<file path="config.mk">
export PLATFORM = sky130hd
export DESIGN_NAME = regbus_xfer_flat
export DESIGN_NICKNAME = d
export VERILOG_FILES = /design/src/rtl/regbus_pkg.sv /design/src/rtl/regbus_xfer_if.sv /design/src/rtl/regbus_regfile.sv /design/src/rtl/regbus_xfer.sv /design/src/flat_wrapper.sv
export SDC_FILE = /design/constraint.sdc
export NUM_CORES = 1
export LEC_CHECK = 0
export CAP_MARGIN = 40
export CORE_UTILIZATION = 35
export DETAILED_ROUTE_END_ITERATION = 10
export PLACE_DENSITY = 0.6
export RECOVER_POWER = 25
export SYNTH_ARGS = -nofsm -noshare
export SYNTH_HDL_FRONTEND = slang
export SYNTH_SLANG_ARGS = --single-unit
</file>
<file path="constraint.sdc">
create_clock -name clk -period 5.4 [get_ports clk]
set_input_delay 1.62 -clock clk [delete_from_list [all_inputs] [get_ports clk]]
set_output_delay 1.62 -clock clk [all_outputs]
set_load 0.05 [all_outputs]
</file>
<file path="src/rtl/regbus_pkg.sv">
// Shared types for the register-bus transfer sequencer.
package regbus_pkg;

  localparam int OP_W = 2;

  typedef enum logic [OP_W-1:0] {
    MOV   = 2'd0,
    LOAD  = 2'd1,
    STORE = 2'd2,
    SWAP  = 2'd3
  } op_e;

  typedef enum logic [1:0] {
    IDLE = 2'd0,
    X1   = 2'd1,
    X2   = 2'd2,
    X3   = 2'd3
  } state_e;

endpackage

</file>
<file path="src/rtl/regbus_xfer_if.sv">
// Command, external-data and bus-observation signals of regbus_xfer.
interface regbus_xfer_if #(
  parameter int WIDTH = 4,
  parameter int NREGS = 4,
  parameter int IW    = $clog2(NREGS)
);
  import regbus_pkg::*;

  logic                cmd_valid;
  logic                cmd_ready;
  logic [OP_W-1:0]     cmd_op;
  logic [IW-1:0]       cmd_src;
  logic [IW-1:0]       cmd_dst;
  logic [WIDTH-1:0]    ext_din;
  logic [WIDTH-1:0]    ext_dout;
  logic                ext_dout_valid;
  logic [WIDTH-1:0]    bus;
  logic [NREGS-1:0]    bus_oe;
  logic [NREGS-1:0]    bus_ie;
  logic                err;
  logic                err_clr;

  // Control unit / datapath side
  modport master (
    output cmd_valid, cmd_op, cmd_src, cmd_dst, ext_din, err_clr,
    input  cmd_ready, ext_dout, ext_dout_valid, bus, bus_oe, bus_ie, err
  );

  // Sequencer side
  modport slave (
    input  cmd_valid, cmd_op, cmd_src, cmd_dst, ext_din, err_clr,
    output cmd_ready, ext_dout, ext_dout_valid, bus, bus_oe, bus_ie, err
  );

endinterface

</file>
<file path="src/rtl/regbus_regfile.sv">
// NREGS x WIDTH register file: one one-hot write port fed from the bus,
// one asynchronous read port selected by index.
module regbus_regfile #(
  parameter int               WIDTH   = 4,
  parameter int               NREGS   = 4,
  parameter int               IW      = $clog2(NREGS),
  parameter logic [WIDTH-1:0] RST_VAL = '0
) (
  input  logic             clk,
  input  logic             rst,
  input  logic [NREGS-1:0] we,
  input  logic [WIDTH-1:0] wdata,
  input  logic [IW-1:0]    rd_idx,
  output logic [WIDTH-1:0] rd_data
);

  logic [WIDTH-1:0] regs_q [NREGS];
  logic [WIDTH-1:0] regs_d [NREGS];

  // Next register contents: the enabled register takes the bus value
  always_comb begin
    for (int i = 0; i < NREGS; i++) begin
      regs_d[i] = regs_q[i];
      if (we[i]) regs_d[i] = wdata;
    end
  end

  // Register array with asynchronous reset to RST_VAL
  always_ff @(posedge clk or posedge rst) begin
    if (rst) begin
      for (int i = 0; i < NREGS; i++) regs_q[i] <= RST_VAL;
    end else begin
      for (int i = 0; i < NREGS; i++) regs_q[i] <= regs_d[i];
    end
  end

  // Asynchronous read; out-of-range indices read as zero
  always_comb begin
    rd_data = '0;
    for (int i = 0; i < NREGS; i++) begin
      if (rd_idx == IW'(i)) rd_data = regs_q[i];
    end
  end

endmodule

</file>
<file path="src/rtl/regbus_xfer.sv">
// Register-bus transfer sequencer: accepts MOV/LOAD/STORE/SWAP commands and
// steps them over a shared internal bus, exporting the per-cycle bus selects.
module regbus_xfer
  import regbus_pkg::*;
#(
  parameter int               WIDTH   = 4,
  parameter int               NREGS   = 4,
  parameter int               IW      = $clog2(NREGS),
  parameter logic [WIDTH-1:0] RST_VAL = '0
) (
  input  logic         clk,
  input  logic         rst,
  regbus_xfer_if.slave bi
);

  localparam logic [IW:0] NR = (IW+1)'(NREGS);

  state_e           state_q, state_d;
  op_e              op_q, op_d;
  logic [IW-1:0]    src_q, src_d, dst_q, dst_d;
  logic [WIDTH-1:0] din_q, din_d, tmp_q, tmp_d, dout_q, dout_d;
  logic             dvld_q, dvld_d, err_q, err_d, rdy_q, rdy_d;

  logic             cmd_ready_w, accept, illegal;
  logic [WIDTH-1:0] bus_w, rd_data;
  logic [NREGS-1:0] oe_w, ie_w;
  logic [IW-1:0]    rd_idx;

  function automatic logic in_range(input logic [IW-1:0] idx);
    return {1'b0, idx} < NR;
  endfunction

  function automatic logic [NREGS-1:0] sel(input logic [IW-1:0] idx);
    logic [NREGS-1:0] oh;
    for (int i = 0; i < NREGS; i++) oh[i] = (idx == IW'(i));
    return oh;
  endfunction

  // Ready is held off until the first edge after reset release
  assign cmd_ready_w = rdy_q && (state_q == IDLE);
  assign accept      = bi.cmd_valid && cmd_ready_w;

  // Command decode, FSM next state, command latch and sticky error
  always_comb begin
    state_d = state_q;
    op_d    = op_q;
    src_d   = src_q;
    dst_d   = dst_q;
    din_d   = din_q;
    err_d   = err_q;
    rdy_d   = 1'b1;
    illegal = 1'b0;
    unique case (op_e'(bi.cmd_op))
      MOV, SWAP: illegal = !in_range(bi.cmd_src) || !in_range(bi.cmd_dst) ||
                           (bi.cmd_src == bi.cmd_dst);
      LOAD:      illegal = !in_range(bi.cmd_dst);
      STORE:     illegal = !in_range(bi.cmd_src);
      default:   illegal = 1'b1;
    endcase
    // A new error wins over a simultaneous clear
    if (bi.err_clr)          err_d = 1'b0;
    if (accept && illegal)   err_d = 1'b1;
    unique case (state_q)
      IDLE: if (accept && !illegal) begin
        state_d = X1;
        op_d    = op_e'(bi.cmd_op);
        src_d   = bi.cmd_src;
        dst_d   = bi.cmd_dst;
        din_d   = bi.ext_din;
      end
      X1:      state_d = (op_q == SWAP) ? X2 : IDLE;
      X2:      state_d = X3;
      X3:      state_d = IDLE;
      default: state_d = IDLE;
    endcase
  end

  // Bus mux and per-cycle output/input enables
  always_comb begin
    bus_w  = '0;
    oe_w   = '0;
    ie_w   = '0;
    rd_idx = src_q;
    tmp_d  = tmp_q;
    dout_d = dout_q;
    dvld_d = 1'b0;
    unique case (state_q)
      X1: begin
        unique case (op_q)
          MOV: begin
            bus_w = rd_data;
            oe_w  = sel(src_q);
            ie_w  = sel(dst_q);
          end
          LOAD: begin
            bus_w = din_q;
            ie_w  = sel(dst_q);
          end
          STORE: begin
            bus_w  = rd_data;
            oe_w   = sel(src_q);
            dout_d = rd_data;
            dvld_d = 1'b1;
          end
          SWAP: begin
            bus_w = rd_data;
            oe_w  = sel(src_q);
            tmp_d = rd_data;
          end
          default: ;
        endcase
      end
      X2: begin
        rd_idx = dst_q;
        bus_w  = rd_data;
        oe_w   = sel(dst_q);
        ie_w   = sel(src_q);
      end
      X3: begin
        bus_w = tmp_q;
        ie_w  = sel(dst_q);
      end
      default: ;
    endcase
  end

  // State and datapath registers, asynchronously reset
  always_ff @(posedge clk or posedge rst) begin
    if (rst) begin
      state_q <= IDLE;
      op_q    <= MOV;
      src_q   <= '0;
      dst_q   <= '0;
      din_q   <= '0;
      tmp_q   <= '0;
      dout_q  <= '0;
      dvld_q  <= 1'b0;
      err_q   <= 1'b0;
      rdy_q   <= 1'b0;
    end else begin
      state_q <= state_d;
      op_q    <= op_d;
      src_q   <= src_d;
      dst_q   <= dst_d;
      din_q   <= din_d;
      tmp_q   <= tmp_d;
      dout_q  <= dout_d;
      dvld_q  <= dvld_d;
      err_q   <= err_d;
      rdy_q   <= rdy_d;
    end
  end

  regbus_regfile #(
    .WIDTH  (WIDTH),
    .NREGS  (NREGS),
    .IW     (IW),
    .RST_VAL(RST_VAL)
  ) u_regfile (
    .clk    (clk),
    .rst    (rst),
    .we     (ie_w),
    .wdata  (bus_w),
    .rd_idx (rd_idx),
    .rd_data(rd_data)
  );

  assign bi.cmd_ready      = cmd_ready_w;
  assign bi.ext_dout       = dout_q;
  assign bi.ext_dout_valid = dvld_q;
  assign bi.bus            = bus_w;
  assign bi.bus_oe         = oe_w;
  assign bi.bus_ie         = ie_w;
  assign bi.err            = err_q;

endmodule

</file>
<file path="src/flat_wrapper.sv">
// flat-port wrapper written by rule: the top's interface ports become plain ports
module regbus_xfer_flat import regbus_pkg::*;
#(
  parameter int               WIDTH   = 4,
  parameter int               NREGS   = 4,
  parameter int               IW      = $clog2(NREGS),
  parameter logic [WIDTH-1:0] RST_VAL = '0
)
  (clk, rst, bi_cmd_valid, bi_cmd_op, bi_cmd_src, bi_cmd_dst, bi_ext_din, bi_err_clr, bi_cmd_ready, bi_ext_dout, bi_ext_dout_valid, bi_bus, bi_bus_oe, bi_bus_ie, bi_err);
  regbus_xfer_if #(.WIDTH(WIDTH), .NREGS(NREGS), .IW(IW)) bi_i ();
  input  logic clk;
  input  logic rst;
  input wire logic [$bits(bi_i.cmd_valid)-1:0] bi_cmd_valid;
  input wire logic [$bits(bi_i.cmd_op)-1:0] bi_cmd_op;
  input wire logic [$bits(bi_i.cmd_src)-1:0] bi_cmd_src;
  input wire logic [$bits(bi_i.cmd_dst)-1:0] bi_cmd_dst;
  input wire logic [$bits(bi_i.ext_din)-1:0] bi_ext_din;
  input wire logic [$bits(bi_i.err_clr)-1:0] bi_err_clr;
  output wire logic [$bits(bi_i.cmd_ready)-1:0] bi_cmd_ready;
  output wire logic [$bits(bi_i.ext_dout)-1:0] bi_ext_dout;
  output wire logic [$bits(bi_i.ext_dout_valid)-1:0] bi_ext_dout_valid;
  output wire logic [$bits(bi_i.bus)-1:0] bi_bus;
  output wire logic [$bits(bi_i.bus_oe)-1:0] bi_bus_oe;
  output wire logic [$bits(bi_i.bus_ie)-1:0] bi_bus_ie;
  output wire logic [$bits(bi_i.err)-1:0] bi_err;
  assign bi_i.cmd_valid = bi_cmd_valid;
  assign bi_i.cmd_op = bi_cmd_op;
  assign bi_i.cmd_src = bi_cmd_src;
  assign bi_i.cmd_dst = bi_cmd_dst;
  assign bi_i.ext_din = bi_ext_din;
  assign bi_i.err_clr = bi_err_clr;
  assign bi_cmd_ready = bi_i.cmd_ready;
  assign bi_ext_dout = bi_i.ext_dout;
  assign bi_ext_dout_valid = bi_i.ext_dout_valid;
  assign bi_bus = bi_i.bus;
  assign bi_bus_oe = bi_i.bus_oe;
  assign bi_bus_ie = bi_i.bus_ie;
  assign bi_err = bi_i.err;
  regbus_xfer #(.WIDTH(WIDTH), .NREGS(NREGS), .IW(IW), .RST_VAL(RST_VAL)) u_core (.clk(clk), .rst(rst), .bi(bi_i));
endmodule
</file>
==> summary.txt, run 1 <==
Run status
  – Failing checks: capacitance limit, slew limit
  – Status: finished with violations

Min path
  – Worst Hold Class: flop to flop

CTS
  – CTS sink cnt: 39
  – Root Driver: clkbuf_8
  – CTS tree: yes
  – Clk slew on worst S/H paths: roughly 0.07 ns
  – TritonCTS buffer count: 5
  – Worst-Skew Late Latency: 0.29 ns
  – Post-CTS setup buffers: 0
  – Longest Clk Path Bufs: 2
  – Post_cts resized: 0
  – H-tree levels: 2
  – Post-CTS Hold Buffers: 0

Route
  – Drt initial violations: 102
  – DR vias/cell: 5.11
  – 1st-pass router iterations: 5
  – Number of nets still failing antenna checks after routing: 0
  – Via count: between 1000 and 1500
  – DRC Markers: 0
  – Routed wire length: 4.47 mm
  – Post-DR wirelength/cell: 15.3 um

Final layout
  – Fin nets: 240
  – Layout area overhead: 25.8%
  – Ant diodes: 0
  – Fin util: 47.0%
  – Share of cells above drive strength 1: between 10% and 20%
  – Most frequent cells in the layout: dfrtp_1 (39), clkdlybuf4s50_1 (31), mux2_2 (21)
  – Commonest non-fill, non-tap cell in the layout: dfrtp_1

Synthesis
  – Asr flop ratio synth: 100%
  – Post-synthesis cell area: just under 0.002 sq mm
  – Warnings, synthesis: 0
  – Register bit total from synthesis: 39
  – Seq/Total Area, Yosys: 49.8%
  – Synth cell types: 39
  – Number of flops mapped to enable cells by yosys: 0
  – Syn_area_per_cell: 10.6 sq um
  – Top FF cell, synth: dfrtp_1
  – Synth Net Count: slightly above 200
  – Syn Inst Count: roughly 180

STA
  – RSZ-0062 raised after global routing: false
  – Fin Setup TNS: 0 ns
  – Relative slew slack: -39.8%
  – Min Tclk post-route: 5.21 ns
  – Fin Hold WS: 0.480 ns
  – Final Hold Viols: 0
  – Final number of setup-violating endpoints: 0
  – Max-slew violation count: 40
  – Crit share post-route: 96.6%
  – Clock Skew: roughly 0.0021 ns
  – Max Clock Freq: 0.192 GHz
  – Worst slew pin tran: 2.10 ns

Global route
  – First-pass GRT wire length: 7.72 mm
  – Total GRT Usage: 16.7%
  – Largest net degree at the start of global routing: 40
  – Overflow after GRT: 0
  – Vias in the first global route: about 1500
  – Initial antenna violation count: 0

Floorplan
  – I/O pin cnt: 33
  – Initial core utilization: 37.4%
  – Full die area: between 0.005 and 0.006 sq mm
  – Core ar.: 0.00524 sq mm
  – Die H: roughly 77 um
  – Placement Rows: 26
  – Die extent in x: 76.8 um

Placed design
  – Post-DP HPWL: around 3.3 mm
  – Gpl congestion: 0.845
  – PortBufs: 32

Critical path
  – CP Launch Type: flop
  – Critical path class: flop to primary output
  – Required time worst endpoint: ~3.8 ns
  – Setup crit end kind: primary output
  – Critical Path AT: 3.59 ns
  – Critical path peak fanout: 12

Run
  – Max Cap Violations: 1

Power
  – Maximum VDD drop: 215 uV
  – PwrDens: 520 mW/mm^2
  – LEAKAGE: 1.07 nW
through the flow:
stage	power [mW]	area, sq um	instances	setup slack [ns]
after global placement	1.08	2370	284	0.637
after CTS	1.29	2460	292	0.159
after detailed placement	1.08	2370	285	0.499
after floorplan	0.909	1960	184	1.16
final	1.28	2460	292	0.185
after global routing	1.38	2460	292	0.00471
synthesized netlist by cell type (2+ instances only):
cell / instances / share of area (%)
dfrtp_1: 39 / 50
mux2_2: 21 / 12
nand2_1: 18 / 3.5
o21ai_0: 15 / 3.8
nor2_1: 9 / 1.7
inv_1: 7 / 1.3
and2_1: 6 / 1.9
a21oi_1: 5 / 1.3
a31oi_1: 5 / 1.6
mux2i_1: 5 / 2.6
o22ai_1: 5 / 1.6
a22oi_1: 4 / 1.5
ha_1: 4 / 2.6
clkbuf_1: 3 / 0.58
nand3_1: 3 / 0.77
nand3b_1: 3 / 1.2
xor2_1: 3 / 1.3
a222oi_1: 2 / 1.0
buf_2: 2 / 0.51
mux2_1: 2 / 1.2
nand2b_1: 2 / 0.64
nor2b_1: 2 / 0.64
o21a_1: 2 / 0.77
o21ai_1: 2 / 0.51
critical path, stage by stage, from the launching register on:
cell and delay, ns:
dfrtp_1 0.42, inv_1 0.10, ha_1 0.42, mux2i_2 0.39, mux2_1 0.35, a222oi_1 0.49, o21ai_1 0.23, and2_1 0.21
clkdlybuf4s50_1 0.69
sequential cells by signal (all words and copies together) (netlist names), named ones only:
signal / cells
u_core.bi.err: 1
u_core.bi.ext_dout: 4
u_core.bi.ext_dout_valid: 1
u_core.din_q: 4
u_core.dst_q: 2
u_core.op_q: 2
u_core.rdy_q: 1
u_core.src_q: 2
u_core.state_q: 1
u_core.tmp_q: 4
u_core.u_regfile.regs_q: 16
path summary, 6_finish.rpt:
path                                                         from                                endpoint  cells after the start  slack (ns)
min in group asynchronous                                     rst             u_core.tmp_q[1]$_DFFE_PP0P_                      3        2.54
worst max-delay path                u_core.state_q[0]$_DFFE_PP0P_                               bi_bus[0]                      8        0.19
worst min register to register  u_core.bi.ext_dout[3]$_DFFE_PP0P_       u_core.bi.ext_dout[3]$_DFFE_PP0P_                      2        0.48
worst max register to register      u_core.state_q[0]$_DFFE_PP0P_  u_core.u_regfile.regs_q[4]$_DFFE_PP0P_                      7        2.57
worst min-delay path            u_core.bi.ext_dout[3]$_DFFE_PP0P_       u_core.bi.ext_dout[3]$_DFFE_PP0P_                      2        0.48
max in group asynchronous                                     rst             u_core.dst_q[0]$_DFFE_PP0P_                      3        1.67
kinds of logic after synthesis:
group / count (synthesis) / share of synthesized area (%)
mux: 28 / 15.8
compound gates: 46 / 14.8
simple gates: 50 / 12.7
other cells: 1 / 0.192
buf+inv: 13 / 2.81
fa+ha+maj: 4 / 2.56
flops: 39 / 49.8
xor+xnor: 3 / 1.34
area by class of cell:
type                       instances  area [sq um]
fill                             504          2780
tap                               70          87.6
timing repair buffer              37           354
clock inverter                     1          5.00
clock buffer                       6          82.6
sequential                        39           976
inverter                           7          26.3
multi-input combinational        132           931
metal layers:
metal	vias up	global-route usage (%)	part of all wire, %	wire, um
met5	-	0	0	0
met4	0	5.19	1.3	56
met1	719	22.6	49	2190
li1	737	-	-	-
met3	6	3.57	3.0	135
met2	29	26.5	47	2090
power breakdown:
part           leakage (nW)  switching, mW  internal [mW]
registers             0.509          0.105          0.398
logic                 0.518          0.339          0.241
clock network        0.0470         0.0962          0.100
(Power assumes the default switching activity.)
==> run 2: changes to the inputs <==
- CORE_ASPECT_RATIO: default -> 0.5
==> run 2 against run 1 <==
Effect of this change:
- the flow still finishes with violations (capacitance limit, slew limit)
- non-clock buffer count unchanged
- final cell count rose by 0.34%
- combinational power about the same
- sequential share of layout area fell by 0.16 points
- maximum frequency up 2.8%
- via count grew 2.5%
- die area increased by 0.31%
- routed wire length shrank 2.5%
- utilization increased by 0.92 points
- clock skew grew 0.0057 ns
- worst hold slack improved by 0.012 ns
==> summary.txt, run 2 (synthesized netlist as in run 1, its figures left out) <==
Global route
  – GR Util met1: 23.0% (was 22.6%)
  – Largest net degree at the start of global routing: 40 (unchanged)
  – GR Util met2: 25.6% (was 26.5%)
  – Total GRT Usage: 16.6% (was 16.7%)
  – Vias in the first global route: 1456 (was 1546)
  – Grt met3 use: 4.10% (was 3.57%)
  – Initial antenna violation count: 0 (unchanged)
  – First-pass GRT wire length: 7.13 mm (was 7.72 mm)
  – Overflow after GRT: 0 (unchanged)
  – Most used routing layer: met2 (unchanged)

Run status
  – Status: finished with violations (unchanged)
  – Failing checks: capacitance limit, slew limit (unchanged)

Run
  – Max Cap Violations: 1 (unchanged)

Floorplan
  – Die H: 54.9 um (was 76.8 um)
  – Die extent in x: 108 um (was 76.8 um)
  – Core ar.: 0.00516 sq mm (was 0.00524 sq mm)
  – Full die area: 0.00592 sq mm (was 0.00590 sq mm)
  – I/O pin cnt: 33 (unchanged)
  – Placement Rows: 18 (was 26)
  – Initial core utilization: 38.0% (was 37.4%)

Final layout
  – Fin nets: 240 (unchanged)
  – Number of flip-flops in the largest register: 16 (unchanged)
  – Ant diodes: 0 (unchanged)
  – Fill cells: 471 (was 504)
  – Share of cells above drive strength 1: 16.6% (was 16.2%)
  – Layout area overhead: 26.3% (was 25.8%)
  – Reg with most FFs: u_core.u_regfile.regs_q (unchanged)
  – Most frequent cells in the layout: dfrtp_1 (39), clkdlybuf4s50_1 (31), mux2_2 (21) (unchanged)
  – Commonest non-fill, non-tap cell in the layout: dfrtp_1 (unchanged)
  – Cell area after layout: 0.00247 sq mm (was 0.00246 sq mm)
  – Fin cells: 293 (was 292)
  – Register area: 976 sq um (unchanged)
  – Fin util: 47.9% (was 47.0%)
  – Multi-input logic area: 933 sq um (was 931 sq um)

Route
  – Post-DR wirelength/cell: 14.9 um (was 15.3 um)
  – DR vias/cell: 5.22 (was 5.11)
  – Routed wire length: 4.36 mm (was 4.47 mm)
  – 1st-pass router iterations: 4 (was 5)
  – Number of nets still failing antenna checks after routing: 0 (unchanged)
  – Via count: 1528 (was 1491)
  – DRC Markers: 0 (unchanged)
  – Drt initial violations: 56 (was 102)

Min path
  – Worst Hold Class: flop to flop (unchanged)

Critical path
  – CP delay by family, top: buffers and inverters (unchanged)
  – Reg2reg setup slack: 2.71 ns (was 2.57 ns)
  – Required time worst endpoint: 3.78 ns (about the same)
  – Max incr delay on CP: 0.69 ns (about the same)
  – Critical path class: flop to primary output (unchanged)
  – Setup crit end kind: primary output (unchanged)
  – CP Launch Type: flop (unchanged)
  – Critical path, cell by cell: inv_1 -> ha_2 -> mux2i_2 -> mux2_1 -> a222oi_1 -> o21ai_1 -> and2_1 -> clkdlybuf4s50_1 (was inv_1 -> ha_1 -> mux2i_2 -> mux2_1 -> a222oi_1 -> o21ai_1 -> and2_1 -> clkdlybuf4s50_1)
  – Crit-path slowest cell: clkdlybuf4s50_1 (unchanged)
  – Critical path peak fanout: 12 (unchanged)
  – Crit path buf inv count: 2 (unchanged)
  – Critical Path AT: 3.45 ns (was 3.59 ns)

CTS
  – Post-CTS setup buffers: 0 (unchanged)
  – H-tree levels: 2 (unchanged)
  – TritonCTS buffer count: 5 (unchanged)
  – Root Driver: clkbuf_8 (unchanged)
  – Longest Clk Path Bufs: 2 (unchanged)
  – CTS tree: yes (unchanged)
  – CTS sink cnt: 39 (unchanged)
  – Worst-Skew Late Latency: 0.29 ns (about the same)
  – Clk slew on worst S/H paths: 0.08 ns (was 0.07 ns)

Placed design
  – Placed insts: 285 (unchanged)
  – PortBufs: 32 (unchanged)
  – Pre-CTS setup slack: 0.496 ns (was 0.499 ns)
  – Post-Place Cell Area: 0.00237 sq mm (unchanged)
  – Post-DP HPWL: 3.28 mm (was 3.29 mm)
  – Gpl congestion: 0.829 (was 0.845)

STA
  – Worst slew pin tran: 2.09 ns (was 2.10 ns)
  – Max Clock Freq: 0.197 GHz (was 0.192 GHz)
  – Final WS setup: 0.327 ns (was 0.185 ns)
  – Relative slew slack: -39.2% (was -39.8%)
  – Max-slew violation count: 40 (unchanged)
  – Min Tclk post-route: 5.07 ns (was 5.21 ns)
  – RSZ-0062 raised after global routing: false (unchanged)
  – Final Hold Viols: 0 (unchanged)
  – Crit share post-route: 94.0% (was 96.6%)
  – Fin Hold WS: 0.492 ns (was 0.480 ns)
  – Final number of setup-violating endpoints: 0 (unchanged)
  – Clock Skew: 0.00786 ns (was 0.00213 ns)
  – Fin Setup TNS: 0 ns (unchanged)

Power
  – Maximum VDD drop: 184 uV (was 215 uV)
  – Total power: 1.29 mW (was 1.28 mW)
  – LEAKAGE: 1.07 nW (about the same)
  – PwrDens: 521 mW/mm^2 (was 520 mW/mm^2)
[run 2: worst paths after layout]
kind / start / end / cells after the start
max: u_core.state_q[0]$_DFFE_PP0P_ / bi_bus[0] / 8
min: u_core.tmp_q[2]$_DFFE_PP0P_ / u_core.tmp_q[2]$_DFFE_PP0P_ / 2
max reg2reg: u_core.state_q[0]$_DFFE_PP0P_ / u_core.u_regfile.regs_q[0]$_DFFE_PP0P_ / 7
min reg2reg: u_core.tmp_q[2]$_DFFE_PP0P_ / u_core.tmp_q[2]$_DFFE_PP0P_ / 2
max in group asynchronous: rst / u_core.dst_q[1]$_DFFE_PP0P_ / 3
min in group asynchronous: rst / u_core.din_q[1]$_DFFE_PP0P_ / 3
[run 2: what timing repair did]
| action | in CTS | in global routing |
|---|---|---|
| endpoints found under the setup margin | 0 | 2 |
| hold buffers | 0 | 0 |
| hold endpoints to repair | 0 | 0 |
| gates resized for setup | 0 | 2 |
[run 2: final cells by class]
class / instances / share of cell area, %
Inverter: 7 / 1.06
Sequential cell: 39 / 39.5
Timing Repair Buffer: 37 / 14.3
Clock buffer: 7 / 3.49
Tap cell: 70 / 3.54
Clock inverter: 1 / 0.354
Multi-Input combinational cell: 132 / 37.8
[run 2: report_power, final]
group | internal, mW | total, mW | switching, mW
sequential | 0.398 | 0.500 | 0.102
clock | 0.105 | 0.208 | 0.103
combinational | 0.242 | 0.581 | 0.339
[run 2: worst register-to-register path: stages, from the launching register on]
cell and delay, ns:
dfrtp_1 0.42, inv_1 0.10, ha_2 0.32, mux2i_2 0.37, mux2_1 0.36, a222oi_1 0.46, o21ai_1 0.22, mux2_2 0.31
[run 2: metal layers]
layer | routed length, um | part of all wire, %
met3 | 251 | 5.8
met1 | 2290 | 53
met2 | 1770 | 41
met5 | 0 | 0
met4 | 46 | 1.1
==> run 3: changes to the inputs <==
- GPL_TIMING_DRIVEN: default -> 0
==> run 3 against run 2 <==
Effect of this change:
- the flow now finishes without violations
- worst hold slack got worse by 0.0096 ns
- final cell count increased by 0.34%
- sequential share of layout area fell by 0.16 points
- register-to-register slack about the same
- critical path depth is 1 higher
- critical endpoint is now bi_bus[2]
- largest cell class unchanged
- highest routed layer unchanged
==> summary.txt, run 3 (synthesized netlist as in run 1, its figures left out) <==
Placed design
  – Placed insts: 286 (was 285)
  – Post-DP HPWL: 3.35 mm (was 3.28 mm)
  – Pre-CTS setup slack: 0.578 ns (was 0.496 ns)
  – PortBufs: 32 (unchanged)
  – Post-Place Cell Area: 0.00237 sq mm (about the same)
  – Gpl congestion: 0.851 (was 0.829)

STA
  – Max Clock Freq: 0.196 GHz (was 0.197 GHz)
  – Max-slew violation count: 0 (was 40)
  – Final Hold Viols: 0 (unchanged)
  – RSZ-0062 raised after global routing: false (unchanged)
  – Relative slew slack: 2.81% (was -39.2%)
  – Final number of setup-violating endpoints: 0 (unchanged)
  – Worst slew pin tran: 1.46 ns (was 2.09 ns)
  – Fin Setup TNS: 0 ns (unchanged)
  – Fin Hold WS: 0.483 ns (was 0.492 ns)
  – Crit share post-route: 94.4% (was 94.0%)
  – Clock Skew: 0.0130 ns (was 0.00786 ns)
  – Final WS setup: 0.302 ns (was 0.327 ns)
  – Min Tclk post-route: 5.10 ns (was 5.07 ns)

Route
  – DRC Markers: 0 (unchanged)
  – 1st-pass router iterations: 6 (was 4)
  – Number of nets still failing antenna checks after routing: 0 (unchanged)
  – DR vias/cell: 5.09 (was 5.22)
  – Routed wire length: 4.39 mm (was 4.36 mm)
  – Post-DR wirelength/cell: 14.9 um (about the same)
  – Drt initial violations: 54 (was 56)
  – Via count: 1497 (was 1528)

Global route
  – Total GRT Usage: 16.9% (was 16.6%)
  – Largest net degree at the start of global routing: 40 (unchanged)
  – Initial antenna violation count: 0 (unchanged)
  – First-pass GRT wire length: 7.16 mm (was 7.13 mm)
  – Vias in the first global route: 1424 (was 1456)
  – Overflow after GRT: 0 (unchanged)

Final layout
  – Fill cells: 492 (was 471)
  – Most frequent cells in the layout: dfrtp_1 (39), clkdlybuf4s50_1 (30), mux2_2 (21) (was dfrtp_1 (39), clkdlybuf4s50_1 (31), mux2_2 (21))
  – Fin util: 48.1% (was 47.9%)
  – Fin cells: 294 (was 293)
  – Layout area overhead: 26.8% (was 26.3%)
  – Commonest non-fill, non-tap cell in the layout: dfrtp_1 (unchanged)
  – Cell area after layout: 0.00248 sq mm (was 0.00247 sq mm)
  – Share of cells above drive strength 1: 16.1% (was 16.6%)
  – Number of flip-flops in the largest register: 16 (unchanged)
  – Fin nets: 241 (was 240)
  – Ant diodes: 0 (unchanged)
  – Reg with most FFs: u_core.u_regfile.regs_q (unchanged)

CTS
  – Root Driver: clkbuf_8 (unchanged)
  – Longest Clk Path Bufs: 2 (unchanged)
  – Worst-Skew Late Latency: 0.30 ns (was 0.29 ns)
  – Post-CTS Hold Buffers: 0 (unchanged)
  – H-tree levels: 2 (unchanged)
  – Clk slew on worst S/H paths: 0.08 ns (about the same)
  – CTS tree: yes (unchanged)
  – CTS sink cnt: 39 (unchanged)
  – TritonCTS buffer count: 5 (unchanged)

Run status
  – Status: finished clean (was finished with violations)

Power
  – LEAKAGE: 1.08 nW (was 1.07 nW)
  – PwrDens: 538 mW/mm^2 (was 521 mW/mm^2)
  – Maximum VDD drop: 199 uV (was 184 uV)
  – Total power: 1.34 mW (was 1.29 mW)

Min path
  – Worst Hold Class: flop to flop (unchanged)

Run
  – Max Cap Violations: 0 (was 1)

Floorplan
  – Die extent in x: 108 um (unchanged)
  – Die H: 54.9 um (unchanged)
  – Initial core utilization: 38.0% (unchanged)
  – Full die area: 0.00592 sq mm (unchanged)
  – Placement Rows: 18 (unchanged)
  – I/O pin cnt: 33 (unchanged)
  – Core ar.: 0.00516 sq mm (unchanged)

Critical path
  – Required time worst endpoint: 3.78 ns (about the same)
  – Setup crit end kind: primary output (unchanged)
  – Critical Path AT: 3.48 ns (was 3.45 ns)
  – CP Launch Type: flop (unchanged)
  – Critical path peak fanout: 10 (was 12)
  – Critical path class: flop to primary output (unchanged)
## run 3: worst max-delay path, cell delays in order, from the launching register on
cell and delay (ns):
dfrtp_1 0.43, inv_1 0.10, ha_1 0.21, buf_2 0.23, mux2i_1 0.41, a21oi_1 0.07
a2bb2oi_1 0.18, o21ai_0 0.51, and2_1 0.21, clkdlybuf4s50_1 0.80
## run 3: path summary, 6_finish.rpt
path,start,end,slack (ns),depth (start not counted)
setup / recovery,u_core.state_q[0]$_DFFE_PP0P_,bi_bus[2],0.30,9
hold / removal,u_core.bi.ext_dout[1]$_DFFE_PP0P_,u_core.bi.ext_dout[1]$_DFFE_PP0P_,0.48,2
setup reg to reg,u_core.state_q[0]$_DFFE_PP0P_,u_core.u_regfile.regs_q[8]$_DFFE_PP0P_,2.72,7
hold reg to reg,u_core.bi.ext_dout[1]$_DFFE_PP0P_,u_core.bi.ext_dout[1]$_DFFE_PP0P_,0.48,2
max in group asynchronous,rst,u_core.u_regfile.regs_q[6]$_DFFE_PP0P_,2.34,2
min in group asynchronous,rst,u_core.bi.ext_dout_valid$_DFF_PP0_,2.18,2
## run 3: what timing repair did
action | in CTS | in global routing
gates resized for setup | 0 | 1
buffers inserted | 0 | 0
setup endpoints to repair | 0 | 1
## run 3: layer usage
layer | wire [um] | GRT usage [%]
met4 | 57 | 7.53
met3 | 186 | 3.51
met5 | 0 | 0
met1 | 2290 | 23.7
met2 | 1850 | 25.5
## run 3: area by class of cell
class                           count  area, sq um  share of cell area (%)
Buffer                              6         28.8                    1.16
Tap cell                           70         87.6                    3.53
Multi-Input combinational cell    132          931                    37.5
Clock inverter                      3         43.8                    1.76
Inverter                            7         26.3                    1.06
Clock buffer                        5         68.8                    2.77
Timing Repair Buffer               32          320                    12.9
Sequential cell                    39          976                    39.3
## run 3: where the power goes
group	leakage [nW]	switching (mW)	internal, mW
registers	0.509	0.0719	0.398
clock network	0.0581	0.107	0.138
logic	0.513	0.375	0.246
total	1.08	0.555	0.781
